$ cat config.mk
export PLATFORM = sky130hd
export DESIGN_NAME = store_buffer_flat
export DESIGN_NICKNAME = d
export VERILOG_FILES = /design/src/rtl/store_buffer_if.sv /design/src/rtl/store_buffer.sv /design/src/flat_wrapper.sv
export SDC_FILE = /design/constraint.sdc
export NUM_CORES = 1
export LEC_CHECK = 0
export ABC_AREA = 1
export CORE_ASPECT_RATIO = 1.1
export CORE_MARGIN = 5
export CORE_UTILIZATION = 40
export DETAILED_ROUTE_END_ITERATION = 7
export GPL_TIMING_DRIVEN = 0
export PLACE_DENSITY_LB_ADDON = 0.12
export SLEW_MARGIN = 20
export SYNTH_ARGS = -nofsm -noshare
export SYNTH_HDL_FRONTEND = slang
export SYNTH_SLANG_ARGS = --single-unit
$ cat constraint.sdc
create_clock -name i_clk -period 4.75 [get_ports i_clk]
set_input_delay 0.95 -clock i_clk [delete_from_list [all_inputs] [get_ports i_clk]]
set_output_delay 0.95 -clock i_clk [all_outputs]
set_load 0.005 [all_outputs]
$ cat src/rtl/store_buffer_if.sv
// Handshake bundle for the store buffer: commit push, d-cache drain,
// load forwarding probe and status flags.
interface store_buffer_if;
  logic        store_en;
  logic        store_isbyte;
  logic [19:0] store_addr;
  logic [31:0] store_data;
  logic        full;
  logic        empty;
  logic        overflow;
  logic        drain_valid;
  logic        drain_ready;
  logic [19:0] drain_addr;
  logic [31:0] drain_data;
  logic        drain_isbyte;
  logic        lookup_en;
  logic [19:0] lookup_addr;
  logic        lookup_isbyte;
  logic        lookup_hit;
  logic [31:0] lookup_data;
  logic        lookup_stall;

  modport master (
    output store_en, store_isbyte, store_addr, store_data,
    output drain_ready, lookup_en, lookup_addr, lookup_isbyte,
    input  full, empty, overflow, drain_valid, drain_addr, drain_data,
    input  drain_isbyte, lookup_hit, lookup_data, lookup_stall
  );

  modport slave (
    input  store_en, store_isbyte, store_addr, store_data,
    input  drain_ready, lookup_en, lookup_addr, lookup_isbyte,
    output full, empty, overflow, drain_valid, drain_addr, drain_data,
    output drain_isbyte, lookup_hit, lookup_data, lookup_stall
  );
endinterface

$ cat src/rtl/store_buffer.sv
// In-order committed-store FIFO draining to the d-cache, with same-cycle
// store-to-load forwarding from the youngest matching entry.
module store_buffer #(
  parameter int n_entries = 4
) (
  input  logic         i_clk,
  input  logic         i_rst,
  store_buffer_if.slave sb
);
  localparam int PTR_W = $clog2(n_entries);

  logic [19:0]      r_addr   [n_entries];
  logic [31:0]      r_data   [n_entries];
  logic             r_isbyte [n_entries];
  logic [PTR_W-1:0] r_head;
  logic [PTR_W-1:0] r_tail;
  logic [PTR_W:0]   r_count;
  logic             r_overflow;

  logic             w_full;
  logic             w_empty;
  logic             w_push;
  logic             w_pop;
  logic             w_found;
  logic [PTR_W-1:0] w_idx;
  logic [PTR_W-1:0] w_sel;
  logic [31:0]      w_shifted;

  assign w_full  = (r_count == (PTR_W+1)'(n_entries));
  assign w_empty = (r_count == '0);
  assign w_push  = sb.store_en && !w_full;
  assign w_pop   = !w_empty && sb.drain_ready;

  assign sb.full         = w_full;
  assign sb.empty        = w_empty;
  assign sb.overflow     = r_overflow;
  assign sb.drain_valid  = !w_empty;
  // Stale entries stay in storage after reset, so gate the head view.
  assign sb.drain_addr   = w_empty ? 20'h0 : r_addr[r_head];
  assign sb.drain_data   = w_empty ? 32'h0 : r_data[r_head];
  assign sb.drain_isbyte = w_empty ? 1'b0  : r_isbyte[r_head];

  always_ff @(posedge i_clk) begin
    if (i_rst) begin
      r_head     <= '0;
      r_tail     <= '0;
      r_count    <= '0;
      r_overflow <= 1'b0;
    end else begin
      if (w_push) r_tail <= r_tail + 1'b1;
      if (w_pop)  r_head <= r_head + 1'b1;
      case ({w_push, w_pop})
        2'b10:   r_count <= r_count + 1'b1;
        2'b01:   r_count <= r_count - 1'b1;
        default: r_count <= r_count;
      endcase
      if (sb.store_en && w_full) r_overflow <= 1'b1;
    end
  end

  // Byte stores are held zero-extended so the drain path needs no masking.
  always_ff @(posedge i_clk) begin
    if (!i_rst && w_push) begin
      r_addr[r_tail]   <= sb.store_addr;
      r_data[r_tail]   <= sb.store_isbyte ? {24'h0, sb.store_data[7:0]} : sb.store_data;
      r_isbyte[r_tail] <= sb.store_isbyte;
    end
  end

  // Walk oldest to youngest so the last match found is the youngest.
  always_comb begin
    w_found = 1'b0;
    w_sel   = '0;
    w_idx   = '0;
    for (int i = 0; i < n_entries; i++) begin
      w_idx = r_head + PTR_W'(i);
      if (sb.lookup_en && ((PTR_W+1)'(i) < r_count) &&
          (r_addr[w_idx][19:2] == sb.lookup_addr[19:2])) begin
        w_found = 1'b1;
        w_sel   = w_idx;
      end
    end
  end

  assign w_shifted = r_data[w_sel] >> {sb.lookup_addr[1:0], 3'b000};

  always_comb begin
    sb.lookup_hit   = 1'b0;
    sb.lookup_stall = 1'b0;
    sb.lookup_data  = 32'h0;
    if (w_found) begin
      if (!sb.lookup_isbyte) begin
        if (r_isbyte[w_sel]) begin
          sb.lookup_stall = 1'b1;
        end else begin
          sb.lookup_hit  = 1'b1;
          sb.lookup_data = r_data[w_sel];
        end
      end else if (!r_isbyte[w_sel]) begin
        sb.lookup_hit  = 1'b1;
        sb.lookup_data = {24'h0, w_shifted[7:0]};
      end else if (r_addr[w_sel][1:0] == sb.lookup_addr[1:0]) begin
        sb.lookup_hit  = 1'b1;
        sb.lookup_data = {24'h0, r_data[w_sel][7:0]};
      end else begin
        sb.lookup_stall = 1'b1;
      end
    end
  end
endmodule

$ cat src/flat_wrapper.sv
// flat-port wrapper written by rule: the top's interface ports become plain ports
module store_buffer_flat 
#(
  parameter int n_entries = 4
)
  (i_clk, i_rst, sb_store_en, sb_store_isbyte, sb_store_addr, sb_store_data, sb_drain_ready, sb_lookup_en, sb_lookup_addr, sb_lookup_isbyte, sb_full, sb_empty, sb_overflow, sb_drain_valid, sb_drain_addr, sb_drain_data, sb_drain_isbyte, sb_lookup_hit, sb_lookup_data, sb_lookup_stall);
  store_buffer_if sb_i ();
  input  logic i_clk;
  input  logic i_rst;
  input wire logic [$bits(sb_i.store_en)-1:0] sb_store_en;
  input wire logic [$bits(sb_i.store_isbyte)-1:0] sb_store_isbyte;
  input wire logic [$bits(sb_i.store_addr)-1:0] sb_store_addr;
  input wire logic [$bits(sb_i.store_data)-1:0] sb_store_data;
  input wire logic [$bits(sb_i.drain_ready)-1:0] sb_drain_ready;
  input wire logic [$bits(sb_i.lookup_en)-1:0] sb_lookup_en;
  input wire logic [$bits(sb_i.lookup_addr)-1:0] sb_lookup_addr;
  input wire logic [$bits(sb_i.lookup_isbyte)-1:0] sb_lookup_isbyte;
  output wire logic [$bits(sb_i.full)-1:0] sb_full;
  output wire logic [$bits(sb_i.empty)-1:0] sb_empty;
  output wire logic [$bits(sb_i.overflow)-1:0] sb_overflow;
  output wire logic [$bits(sb_i.drain_valid)-1:0] sb_drain_valid;
  output wire logic [$bits(sb_i.drain_addr)-1:0] sb_drain_addr;
  output wire logic [$bits(sb_i.drain_data)-1:0] sb_drain_data;
  output wire logic [$bits(sb_i.drain_isbyte)-1:0] sb_drain_isbyte;
  output wire logic [$bits(sb_i.lookup_hit)-1:0] sb_lookup_hit;
  output wire logic [$bits(sb_i.lookup_data)-1:0] sb_lookup_data;
  output wire logic [$bits(sb_i.lookup_stall)-1:0] sb_lookup_stall;
  assign sb_i.store_en = sb_store_en;
  assign sb_i.store_isbyte = sb_store_isbyte;
  assign sb_i.store_addr = sb_store_addr;
  assign sb_i.store_data = sb_store_data;
  assign sb_i.drain_ready = sb_drain_ready;
  assign sb_i.lookup_en = sb_lookup_en;
  assign sb_i.lookup_addr = sb_lookup_addr;
  assign sb_i.lookup_isbyte = sb_lookup_isbyte;
  assign sb_full = sb_i.full;
  assign sb_empty = sb_i.empty;
  assign sb_overflow = sb_i.overflow;
  assign sb_drain_valid = sb_i.drain_valid;
  assign sb_drain_addr = sb_i.drain_addr;
  assign sb_drain_data = sb_i.drain_data;
  assign sb_drain_isbyte = sb_i.drain_isbyte;
  assign sb_lookup_hit = sb_i.lookup_hit;
  assign sb_lookup_data = sb_i.lookup_data;
  assign sb_lookup_stall = sb_i.lookup_stall;
  store_buffer #(.n_entries(n_entries)) u_core (.i_clk(i_clk), .i_rst(i_rst), .sb(sb_i));
endmodule
==> run summary, run 1 <==
The leakage dissipation came out at 0.008612 µW. The number of nets in the finished design came out at 2257. The post-synthesis instance area is 0.01387 mm². The final reports fail on negative setup slack. The clock-pin slew on the worst setup and hold paths is 0.06 ns. The horizontal extent of the die came out at 187.6 µm. The maximum fanout along the worst path is 8. The number of design rule violations left after detail routing is 0.

The number of routed nets with antenna violations is 0. The share of the yosys chip area belonging to registers came out at 47.33%. The initial antenna violation count is 2.

The vertical extent of the die is 205.3 µm. The flow ran to the end, but the final reports show violations. Of all cell types, the one taking the most synthesized area is sky130_fd_sc_hd__edfxtp_1. The slowest stage of the critical path belongs to the cell sky130_fd_sc_hd__dfxtp_4. The cell repeated most along the worst path is sky130_fd_sc_hd__nand2_1. The number of vias per cell is 5.487. The cell area power density came out at 462.1 mW/mm². STA classifies the critical path startpoint as a register. Setup violations remaining at the end of the flow were counted as 14. The area fraction of the dominant cell type after synthesis is 45.89%. Each instance of the synthesized netlist takes up on average 7.364 µm². The data arrival time of the critical path is 3.97 ns. The most frequent standard cell in the layout excluding fill and tap cells is sky130_fd_sc_hd__nand2_1. Across the VDD grid, the largest voltage drop is 0.0003184 V. The clock period minus worst slack came out at 4.925 ns. The detailed router finished its first iteration with 1276 violations. The distinct cell type count of the synthesized netlist came out at 37. In the final layout, the share of cells above drive strength 1 is 19.93%.

The quantity of hold-fixing buffers added after cts is 0. The footprint of the multi-input gates came out at 0.007074 mm². STA puts the critical path data required time at 3.80 ns. The placer's final routability congestion estimate is 0.9894.

The pin count of the biggest net entering global routing came out at 22. The cell area reported after detailed placement is 0.01641 mm². The relative area change from synthesis to final layout is 39.64%. The filler cell count in the final layout is 3106. The global-route congestion overflow total came out at 0. In this run the worst hold path is classified as reg -> reg. The clock buffer count from CTS came out at 26.

The number of warnings reported in the yosys synthesis log is 0. The routed design has 56950 µm of wire. The biggest cell delay along the critical path is 0.38 ns. Across the whole layout, storage elements account for 0.006571 mm².

By startpoint and endpoint, the worst setup path is classified as reg -> out. Once layout is done, the placed cells without fillers occupy 0.01937 mm². The count of H-tree levels built during CTS came out at 1.

The starting utilization of the core area came out at 40.56%. The count of mapped cells out of synthesis came out at 1884. The final worst clock skew came out at 0.01226 ns. The maximum count of clock buffers along a single path came out at 3. The count of vias placed by the detailed router came out at 14415. For this run, global-route usage on met2 was measured as 48.72%.

The clock latency at the later pin of the worst-skew pair came out at 0.58 ns. Summed over all nets, the half-perimeter wirelength after detailed placement is 38830 µm. Port buffering added 168 buffers.

The reported max-cap violation count is 0. The slew at the pin with the worst max-slew slack came out at 0.9217 ns. The number of hold violations in the final report came out at 0. Global routing used 5.022% of the available met3 tracks. Setup repair after global routing could not meet its margin everywhere. The first global-routing pass estimated 82720 µm of wire. STA classifies the critical path endpoint as a primary output. The number of nets handed over by synthesis was 1972.

The number of global-route vias before repair is 14022. The critical path contains buffers and inverters numbering 6 combined. The first-pass detailed-route iteration total is 6.

The floorplan step defined a die boundary enclosing 0.03851 mm². The number of max-slew violations in the final report was 0. TritonCTS built the clock tree. Of the available clock period, the critical path in the final layout requires 103.7%. The number of I/O pins came out at 170. Global routing used 32.95% of the available met1 tracks. The library cells used most frequently in the layout, excluding fill and tap cells, are 674 x sky130_fd_sc_hd__nand2_1, 212 x sky130_fd_sc_hd__edfxtp_1, 180 x sky130_fd_sc_hd__inv_1, 139 x sky130_fd_sc_hd__nand3_1, 116 x sky130_fd_sc_hd__clkdlybuf4s50_1. The standard-cell row count is 71.

Traced cell by cell, the critical path runs through buf_6, nand2_4, nand2_4, buf_8, buf_4, nand2_2, nand2_1, nand2_1, nand2_2, nor2_4, nand2_4, nor2_4, nand3_4, nand3_1, nand2_1, a21oi_4, o211ai_1, buf_4, buf_4, a21boi_4, nand2_1, nand2_2, nor2_1, buf_2. The number of synthesized register bits is 222. The CTS root buffer is sky130_fd_sc_hd__clkbuf_16.

The remaining max-slew budget at the tightest pin is 38.55%. The total track usage came out at 28.06%. The layer flagged by global routing as most heavily used is met2. The minimum setup slack in the final design is -0.1748 ns. On the critical path the largest part of the delay comes from simple AND/OR/NAND/NOR gates. By area the synthesized netlist is led by sky130_fd_sc_hd__edfxtp_1 46%, sky130_fd_sc_hd__nand2_1 21%, sky130_fd_sc_hd__nand3_1 6.5%, sky130_fd_sc_hd__inv_1 4.9%, sky130_fd_sc_hd__a21oi_1 4.3%. The register-to-register setup slack is 1.93 ns.

The tree built by TritonCTS fans out to 222 sinks. The top achievable clock speed is 0.2031 GHz. The total negative setup slack is -1.531 ns. The routed length per placed instance came out at 21.68 µm. The area of the core region came out at 0.03420 mm².
-- power by group --
| group | leakage, µW | total [µW] | internal [µW] | switching, µW |
|---|---|---|---|---|
| logic | 0.00618 | 4660 | 1860 | 2800 |
| registers | 0.00202 | 2320 | 2260 | 64.7 |
| clock network | 0.000409 | 1970 | 1150 | 818 |
| total | 0.00861 | 8950 | 5270 | 3690 |
-- repair_timing --
| item | 4_1_cts | 5_1_grt |
|---|---|---|
| pin swaps | 67 | 70 |
| cloned | 9 | 6 |
| setup endpoints to repair | 35 | 34 |
| gates resized for setup | 321 | 207 |
| setup buffers | 49 | 16 |
-- worst register-to-register path, delay by kind of cell (launching register included) --
family | cells | cell delay (ns)
adders and majority gates | 1 | 0.24
and+or+nand+nor | 4 | 1.28
DFF | 1 | 0.36
buffers and inverters | 3 | 0.62
-- worst paths after layout --
check | startpoint | endpoint | depth (start not counted)
setup / recovery | u_core.r_head[0] | sb_lookup_data[1] | 24
hold / removal | u_core.sb.overflow | u_core.sb.overflow | 2
setup reg to reg | u_core.r_count[0] | u_core.r_addr[0][13] | 8
hold reg to reg | u_core.sb.overflow | u_core.sb.overflow | 2
-- cell usage after synthesis --
| master | number |
|---|---|
| sky130_fd_sc_hd__o21ai_2 | 1 |
| sky130_fd_sc_hd__edfxtp_1 | 212 |
| sky130_fd_sc_hd__nand3_1 | 179 |
| sky130_fd_sc_hd__o21a_1 | 1 |
| sky130_fd_sc_hd__nor2_1 | 123 |
| sky130_fd_sc_hd__nand2_1 | 764 |
| sky130_fd_sc_hd__or2_2 | 1 |
| sky130_fd_sc_hd__o21ai_0 | 76 |
| sky130_fd_sc_hd__a21oi_2 | 1 |
| sky130_fd_sc_hd__ha_1 | 9 |
| sky130_fd_sc_hd__inv_1 | 182 |
| sky130_fd_sc_hd__o211ai_1 | 45 |
| sky130_fd_sc_hd__a21oi_1 | 120 |
| sky130_fd_sc_hd__nor2_2 | 3 |
| sky130_fd_sc_hd__nand4_1 | 2 |
| sky130_fd_sc_hd__clkinv_1 | 1 |
| sky130_fd_sc_hd__a21boi_1 | 1 |
| sky130_fd_sc_hd__o21ai_1 | 14 |
| sky130_fd_sc_hd__nand2_2 | 5 |
| sky130_fd_sc_hd__inv_2 | 6 |
| sky130_fd_sc_hd__and2_1 | 1 |
| sky130_fd_sc_hd__buf_1 | 10 |
| sky130_fd_sc_hd__o21bai_1 | 2 |
| sky130_fd_sc_hd__buf_4 | 7 |
| sky130_fd_sc_hd__nand3_4 | 1 |
| sky130_fd_sc_hd__buf_2 | 36 |
| sky130_fd_sc_hd__inv_4 | 1 |
| sky130_fd_sc_hd__clkbuf_1 | 35 |
| sky130_fd_sc_hd__buf_6 | 9 |
| sky130_fd_sc_hd__a21boi_0 | 1 |
| sky130_fd_sc_hd__nand3b_1 | 9 |
| sky130_fd_sc_hd__nand3_2 | 1 |
| sky130_fd_sc_hd__o21bai_2 | 1 |
| sky130_fd_sc_hd__a211oi_1 | 2 |
| sky130_fd_sc_hd__nand2_4 | 2 |
| sky130_fd_sc_hd__dfxtp_1 | 10 |
| sky130_fd_sc_hd__xor2_1 | 10 |
-- layout make-up --
type / count / share of cell area [%]
Clock inverter: 12 / 0.6911
Inverter: 190 / 3.785
Timing Repair Buffer: 256 / 13.82
Clock buffer: 35 / 3.636
Sequential cell: 222 / 33.92
Antenna cell: 1 / 0.01292
Buffer: 95 / 4.786
Multi-Input combinational cell: 1378 / 36.52
Tap cell: 438 / 2.829
-- registers in the layout, summed over array words and instances (netlist names), named ones only --
register            cells
u_core.r_count          3
u_core.r_data         128
u_core.r_tail           2
u_core.sb.overflow      1
u_core.r_head           2
u_core.r_isbyte         4
u_core.r_addr          80
-- per-layer routing --
| metal | wire [µm] | vias up |
|---|---|---|
| met5 | 13 | - |
| met4 | 3723 | 2 |
| met3 | 4612 | 191 |
| met2 | 27380 | 761 |
| met1 | 21220 | 6719 |
| li1 | - | 6742 |
-- stage by stage --
step	setup WS, ns	std cells	util, %	hold slack, ns	total power [µW]
finish	-0.1748	2627	56.64	0.4512	8953
CTS	-0.2232	2606	54.60	0.4563	8686
detailed placement	-1.290	2501	47.97	0.4474	6129
global route	-0.3402	2626	56.63	0.4777	9360
global placement	-2.210	2490	47.08	0.4394	6091
floorplan	0.5990	1884	-	0.4466	4368
-- cell families (layout without fill, tap and decap cells) --
group                      count (synthesis)  after routing  share of synthesized area (%)
buffers and inverters                    287            588                          8.784
AOI/OAI and AO/OA                        265            265                          10.60
other                                      0              1                              0
xor gates and xnor gates                  10             10                         0.6313
and+or+nand+nor                         1091           1094                          31.85
DFF                                      222            222                          47.33
adders and majority gates                  9              9                         0.8117
(Power assumes the default switching activity.)
==> run 2, diff against run 1 <==
- SLEW_MARGIN: 20 -> unset
==> run summary, run 2 (synthesis gave the netlist of run 1 again) <==
The vertical extent of the die came to 205.3 µm (unchanged). The CTS root buffer is sky130_fd_sc_hd__clkbuf_16. The leakage dissipation was 0.008644 µW (+0.37%). The placed cell count was 2498 (-0.12%).

The number of design rule violations left after detail routing is 0 (unchanged). The violation count after the first detailed-routing iteration is 1315 (+3.1%). The area of the die is 0.03851 mm² (unchanged). The final cell utilization of the core came out at 57.71% (+1.1 points). The final worst clock skew is 0.01614 ns (+0.003877 ns). The CTS sink count came to 222 (unchanged). The number of routed nets with antenna violations came out at 0 (unchanged). The flip-flop count of the largest register, all copies and words added is 128 (unchanged). The count of buffers inserted at the top-level ports came out at 168 (unchanged). The total track usage is 28.35% (+0.29 points). The maximum fanout along the worst path is 8 (unchanged). The number of nets in the finished design came to 2262 (+0.22%).

The number of setup violations in the final report came out at 31 (+17). The most frequent standard cell in the layout excluding fill and tap cells is sky130_fd_sc_hd__nand2_1. The detailed placement HPWL is 38490 µm (-0.86%). The quantity of hold-fixing buffers added after cts is 0 (unchanged). The area of the core region is 0.03420 mm² (unchanged). The flow ran to the end, but the final reports show violations. The worst setup path is launched from an input pin. The peak ir drop on the vdd network came to 0.0002709 V (-15%). The number of hold violations in the final report came out at 0 (unchanged). The largest registers in the layout are u_core.r_data: 128 flops, u_core.r_addr: 80 flops, u_core.r_isbyte: 4 flops. The overall power is 8978 µW (+0.28%). The slew at the pin with the worst max-slew slack is 0.9021 ns (-0.01961 ns).

u_core.r_data holds more flip-flops than any other register. The fraction of layout instances using a drive strength above 1 came out at 22.72% (+2.8 points). The critical path is of the in -> out type. The clock latency at the later pin of the worst-skew pair came out at 0.58 ns (about the same). The top achievable clock speed came to 0.1937 GHz (-4.6%).

The first-pass detailed-route iteration total is 8 (+2). The CTS tree is done. The data arrival time of the critical path is 4.21 ns (+0.24 ns).

The placer's final routability congestion estimate is 0.9894 (unchanged). The wire length of the first global-routing pass is 83660 µm (+1.1%). The clock buffer count from CTS came out at 26 (unchanged). The min-delay analysis places its worst path in the category reg -> reg. The global-route congestion overflow total came out at 0 (unchanged). The minimum hold slack was 0.4549 ns (+0.003660 ns). The maximum count of clock buffers along a single path is 3 (unchanged). The final routed wirelength across all metal layers is 57710 µm (+1.3%). The library cells used most frequently in the layout, excluding fill and tap cells, are 639 x sky130_fd_sc_hd__nand2_1, 212 x sky130_fd_sc_hd__edfxtp_1, 181 x sky130_fd_sc_hd__inv_1, 120 x sky130_fd_sc_hd__clkdlybuf4s50_1, 119 x sky130_fd_sc_hd__nand3_1.

The initial antenna violation count came out at 2 (unchanged). The standard-cell row count came to 71 (unchanged). The number of global-route vias before repair came to 14108 (+0.61%).

The reported max-cap violation count came out at 0 (unchanged). The pin count of the biggest net entering global routing was 26 (+18%). The element type at the critical path end is a primary output. The relative area change from synthesis to final layout came out at 42.28%. The count of H-tree levels built during CTS came to 1 (unchanged). The clock-pin slew on the worst setup and hold paths came out at 0.06 ns (about the same). The routed length per placed instance came to 21.93 µm (+1.2%). The number of I/O pins was 170 (unchanged).

The share of the clock period used by the worst path is 108.7% (+5.0 points). The total negative setup slack is -8.560 ns (-7.029 ns). The cell area power density is 454.8 mW/mm² (-1.6%). The clock period minus worst slack is 5.163 ns (+0.2383 ns). The required time of the critical path is 3.80 ns (about the same). The final reports fail on negative setup slack. The remaining max-slew budget at the tightest pin came to 39.86% (+1.3 points).

The horizontal extent of the die came out at 187.6 µm (unchanged). The number of non-filler instances in the completed layout came out at 2631 (+0.15%). The minimum setup slack in the final design came to -0.4131 ns (-0.2383 ns). Setup repair after global routing could not meet its margin everywhere.

The number of vias per cell is 5.583 (+1.7%). The number of max-slew violations in the final report is 0 (unchanged). The starting utilization of the core area came out at 40.56% (unchanged).

The count of vias placed by the detailed router came out at 14689 (+1.9%).
==> run 2: cell count changes in the layout (fill, tap and decap cells not counted), moves of 17 or more <==
| cell | delta |
|---|---|
| sky130_fd_sc_hd__nand3_2 | +18 |
| sky130_fd_sc_hd__nand3_1 | -20 |
| sky130_fd_sc_hd__nand2_1 | -35 |
| sky130_fd_sc_hd__clkbuf_2 | -17 |
| sky130_fd_sc_hd__nand2_2 | +35 |
==> run 2: what timing repair did <==
action                     CTS  global route
gates cloned                 8             6
pin swaps                   85            93
setup endpoints to repair   38            34
resized for setup          438           216
buffers inserted            48            25
hold endpoints to repair     0             0
==> run 2: path summary, 6_finish.rpt <==
path / from / endpoint / slack [ns] / cells past startpoint
worst max-delay path: sb_lookup_addr[4] / sb_lookup_data[6] / -0.41 / 22
worst min-delay path: u_core.sb.overflow / u_core.sb.overflow / 0.45 / 2
worst max register to register: u_core.r_count[0] / u_core.r_addr[0][13] / 1.95 / 8
worst min register to register: u_core.sb.overflow / u_core.sb.overflow / 0.45 / 2
==> run 2: worst max-delay path: stages <==
cell                              delay [ns]
sky130_fd_sc_hd__clkdlybuf4s50_1        0.63
sky130_fd_sc_hd__inv_1                  0.14
sky130_fd_sc_hd__nand2_1                0.09
sky130_fd_sc_hd__nand2_1                0.05
sky130_fd_sc_hd__nor2_1                 0.10
sky130_fd_sc_hd__nand2_1                0.09
sky130_fd_sc_hd__nor2_4                 0.18
sky130_fd_sc_hd__nand3_4                0.14
sky130_fd_sc_hd__nand2_4                0.13
sky130_fd_sc_hd__nand2_4                0.07
sky130_fd_sc_hd__nand2_8                0.08
sky130_fd_sc_hd__nand2_8                0.08
sky130_fd_sc_hd__o211ai_1               0.35
sky130_fd_sc_hd__nand2_1                0.20
sky130_fd_sc_hd__buf_6                  0.17
sky130_fd_sc_hd__o211ai_1               0.11
sky130_fd_sc_hd__buf_4                  0.24
sky130_fd_sc_hd__buf_6                  0.12
sky130_fd_sc_hd__nand2_2                0.04
sky130_fd_sc_hd__nand2_2                0.07
sky130_fd_sc_hd__nor2_4                 0.04
sky130_fd_sc_hd__buf_2                  0.12
==> run 2: per-stage QoR <==
| step | setup WS (ns) | area [µm²] |
|---|---|---|
| 4_1_cts | -0.1889 | 18800 |
| 5_1_grt | -0.4980 | 19740 |
| 3_3_place_gp | -2.210 | 16100 |
| 6_report | -0.4131 | 19740 |
| 3_5_place_dp | -1.267 | 16320 |
| 2_1_floorplan | 0.5990 | 13870 |
==> run 2: layer usage <==
layer  share of wire [%]  GRT usage, %
met4                 6.5         16.41
met2                  48         48.50
met3                 7.9         5.565
met5               0.026             0
met1                  37         33.38
==> run 2: cell type report <==
class,count,area (µm²)
well taps,438,548.0
multi-input cells,1376,7355
inverters,190,730.7
fillers,3021,14460
clock inverters,10,102.6
flip-flops and latches,222,6571
clock buffers,36,718.2
repair buffers,262,2710
diodes,1,2.502
plain buffers,96,1001
==> run 2: where the power goes <==
| part | leakage [µW] | switching [µW] | internal, µW |
|---|---|---|---|
| registers | 0.00202 | 63.7 | 2260 |
| clock network | 0.000399 | 824 | 1110 |
| logic | 0.00622 | 2840 | 1880 |
==> run 3, diff against run 2 <==
- CAP_MARGIN: unset -> 10
- SKIP_LAST_GASP: unset -> 1
==> run summary, run 3 (synthesis gave the netlist of run 1 again) <==
The violation count after the first detailed-routing iteration came out at 1390 (+5.7%). The clock period minus worst slack came to 4.996 ns (-0.1668 ns). The initial antenna violation count came to 2 (unchanged). The share of the clock period used by the worst path came out at 105.2% (-3.5 points).

The cell area power density is 456.6 mW/mm² (+0.38%). The number of max-slew violations in the final report is 0 (unchanged). The wire length of the first global-routing pass is 83340 µm (-0.38%). For hold timing, the worst endpoint is u_core.sb.overflow. The relative area change from synthesis to final layout came out at 41.91%.

Leaving out fill and tap cells, the most frequent cells in the layout are 649 x sky130_fd_sc_hd__nand2_1, 212 x sky130_fd_sc_hd__edfxtp_1, 178 x sky130_fd_sc_hd__inv_1, 123 x sky130_fd_sc_hd__nand3_1, 120 x sky130_fd_sc_hd__clkdlybuf4s50_1. The top achievable clock speed came out at 0.2001 GHz (+3.3%). The detailed placement HPWL is 38490 µm (unchanged). The cell area reported after detailed placement is 0.01632 mm² (unchanged). The footprint of the multi-input gates is 0.007312 mm² (-0.58%). The number of I/O pins came out at 170 (unchanged). The starting utilization of the core area was 40.56% (unchanged). The number of routed nets with antenna violations came out at 0 (unchanged). In this run the critical register-to-register path is captured at u_core.r_addr[0][13].

The maximum count of clock buffers along a single path came out at 3 (unchanged). The number of global-route vias before repair came to 14099 (-0.064%). The fraction of power consumed by combinational cells is 52.6% (about the same). The element type at the critical path end is a primary output. The maximum fanout along the worst path came out at 8 (unchanged). The standard-cell row count came out at 71 (unchanged).

The worst setup path is launched from a register. The reported max-cap violation count is 0 (unchanged). The CTS sink count came out at 222 (unchanged). The area of the core region is 0.03420 mm² (unchanged). The slew at the pin with the worst max-slew slack came out at 0.9405 ns (+0.03836 ns). The area of the die is 0.03851 mm² (unchanged). The count of vias placed by the detailed router is 14604 (-0.58%). The vertical extent of the die was 205.3 µm (unchanged). The horizontal extent of the die came out at 187.6 µm (unchanged). The final instance area is 0.01969 mm² (-0.26%).

The sequential group share of total power is 25.8% (about the same). The required time of the critical path is 3.80 ns (about the same). The routed length per placed instance came out at 21.87 µm (-0.28%).

The global-route congestion overflow total was 0 (unchanged). The pin count of the biggest net entering global routing is 26 (unchanged). The path type of the worst setup path is reg -> out. The peak ir drop on the vdd network came to 0.0002585 V (-4.6%).

The total track usage is 28.27% (-0.080 points). The placer's final routability congestion estimate came out at 0.9894 (unchanged). The fraction of layout instances using a drive strength above 1 is 22.12% (-0.60 points).

The final worst clock skew came out at 0.02136 ns (+0.005220 ns). The sequential cell area came out at 0.006571 mm² (unchanged). The flip-flop count of the largest register, all copies and words added came out at 128 (unchanged). The top register by number of flip-flops is u_core.r_data. The startpoint identified for the worst register-to-register timing path is u_core.r_count[0]. The count of buffers inserted at the top-level ports is 168 (unchanged). The number of stages on the worst hold path was 2 (unchanged). For this design, the slowest cell found on the critical path is sky130_fd_sc_hd__dfxtp_4.

The number of setup violations in the final report is 29 (-6.5%). The length in cells of the worst reg-to-reg path was 8 (unchanged). The number of design rule violations left after detail routing is 0 (unchanged). The final routed wirelength across all metal layers came to 57590 µm (-0.21%). The flow ran to the end, but the final reports show violations. The worst hold path belongs to the class reg -> reg.

The cell repeated most along the worst path is sky130_fd_sc_hd__nand2_4. Setup repair after global routing could not meet its margin everywhere. The clock-pin slew on the worst setup and hold paths is 0.06 ns (about the same). The number of hold violations in the final report came out at 0 (unchanged). The start point of the worst min-delay path is u_core.sb.overflow. The first-pass detailed-route iteration total came out at 8 (unchanged). The setup slack after placement came out at -1.267 ns (unchanged). The clock buffer count from CTS came out at 26 (unchanged). The largest registers in the layout are u_core.r_data: 128 flops, u_core.r_addr: 80 flops, u_core.r_isbyte: 4 flops. The clock latency at the later pin of the worst-skew pair is 0.58 ns (about the same). The leakage dissipation is 0.008616 µW (-0.32%).

The count of H-tree levels built during CTS was 1 (unchanged). The design internal power is 5269 µW (+0.28%). The number of vias per cell came out at 5.547 (-0.65%). The switching part of the total power is 41.39% (-0.090 points). The register-to-register setup slack came out at 1.93 ns (-0.02 ns). The number of nets in the finished design came out at 2263 (+0.044%). The final reports fail on negative setup slack.

The clock share of power was 21.5% (about the same). The data arrival time of the critical path came out at 4.05 ns (-0.16 ns). The minimum setup slack in the final design came out at -0.2463 ns (+0.1668 ns). The CTS tree is done. In this run the clock root is driven by a sky130_fd_sc_hd__clkbuf_16. The filler cell count in the final layout came to 3037 (+0.53%). The remaining max-slew budget at the tightest pin came to 37.30% (-2.6 points). The biggest cell delay along the critical path came out at 0.37 ns (-0.26 ns). The switching power summed over all nets is 3720 µW (about the same).

The library cell used most frequently in the layout, excluding fill and tap cells, is sky130_fd_sc_hd__nand2_1.
-- run 3: cell count changes in the layout (fill, tap and decap cells not counted), sizes merged --
cell    change
diode       +1
clkbuf      +2
buf         -1
-- run 3: layer usage --
metal,up-vias,part of all wire [%],global-route usage [%]
met3,210,8.6,5.616
met4,0,6.7,16.70
li1,6750,-,-
met2,872,48,48.27
met1,6772,37,33.19
met5,-,0,0
-- run 3: how the worst max path moves through the flow --
| stage | from | end | slack (ns) | depth (start not counted) |
|---|---|---|---|---|
| after floorplan | i_rst | u_core.r_addr[0][0] | 0.60 | 3 |
| after global placement | sb_store_en | u_core.r_data[2][6] | -2.21 | 4 |
| after detailed placement | sb_lookup_en | sb_lookup_data[3] | -1.27 | 21 |
| after CTS | u_core.r_head[0] | sb_lookup_data[4] | -0.20 | 28 |
| after global routing | u_core.r_head[0] | sb_lookup_data[0] | -0.39 | 28 |
| final | u_core.r_head[0] | sb_lookup_data[0] | -0.25 | 28 |
-- run 3: cell type report --
type	count	share of cell area [%]
Multi-Input combinational cell	1376	37.14
Sequential cell	222	33.38
Timing Repair Buffer	263	13.64
Buffer	96	5.135
Inverter	190	3.724
Clock buffer	36	3.648
Tap cell	438	2.784
Clock inverter	10	0.5211
Antenna cell	2	0.02542
-- run 3: critical path: cells and delay by family, from the launching register on --
| kind | cells | cell delay [ns] |
|---|---|---|
| AO/OA/AOI/OAI | 1 | 0.25 |
| AND/OR/NAND/NOR | 19 | 1.83 |
| flip-flops | 1 | 0.37 |
| buffers and inverters | 8 | 1.00 |
-- run 3: what timing repair did --
action / CTS / global route
setup endpoints to repair: 38 / 34
cloned: 8 / 3
hold buffers: 0 / 0
endpoints found under the hold margin: 0 / 0
setup buffers: 48 / 30
resized for setup: 396 / 240
pin swaps: 84 / 94
-- run 3: metrics by stage --
stage                     setup TNS (ns)  cells  hold slack (ns)  util (%)  total power, µW
after floorplan                        0   1884           0.4466         -             4368
after global placement           -499.12   2490           0.4394     47.08             6091
after detailed placement          -35.88   2498           0.4504     47.70             6125
after CTS                         -3.759   2599           0.4593     54.81             8605
after global routing              -9.235   2632           0.4847     57.56             9399
final                             -4.665   2633           0.4563     57.56             8989
-- run 3: power groups by stage --
| stage | Clock (µW) | Combinational, µW | Sequential [µW] |
|---|---|---|---|
| 2_1_floorplan | 0 | 2030 | 2340 |
| 3_5_place_dp | 0 | 3780 | 2350 |
| 4_1_cts | 1960 | 4330 | 2310 |
| 3_3_place_gp | 0 | 3730 | 2360 |
| 5_1_grt | 2040 | 5030 | 2330 |
| 6_report | 1930 | 4730 | 2320 |
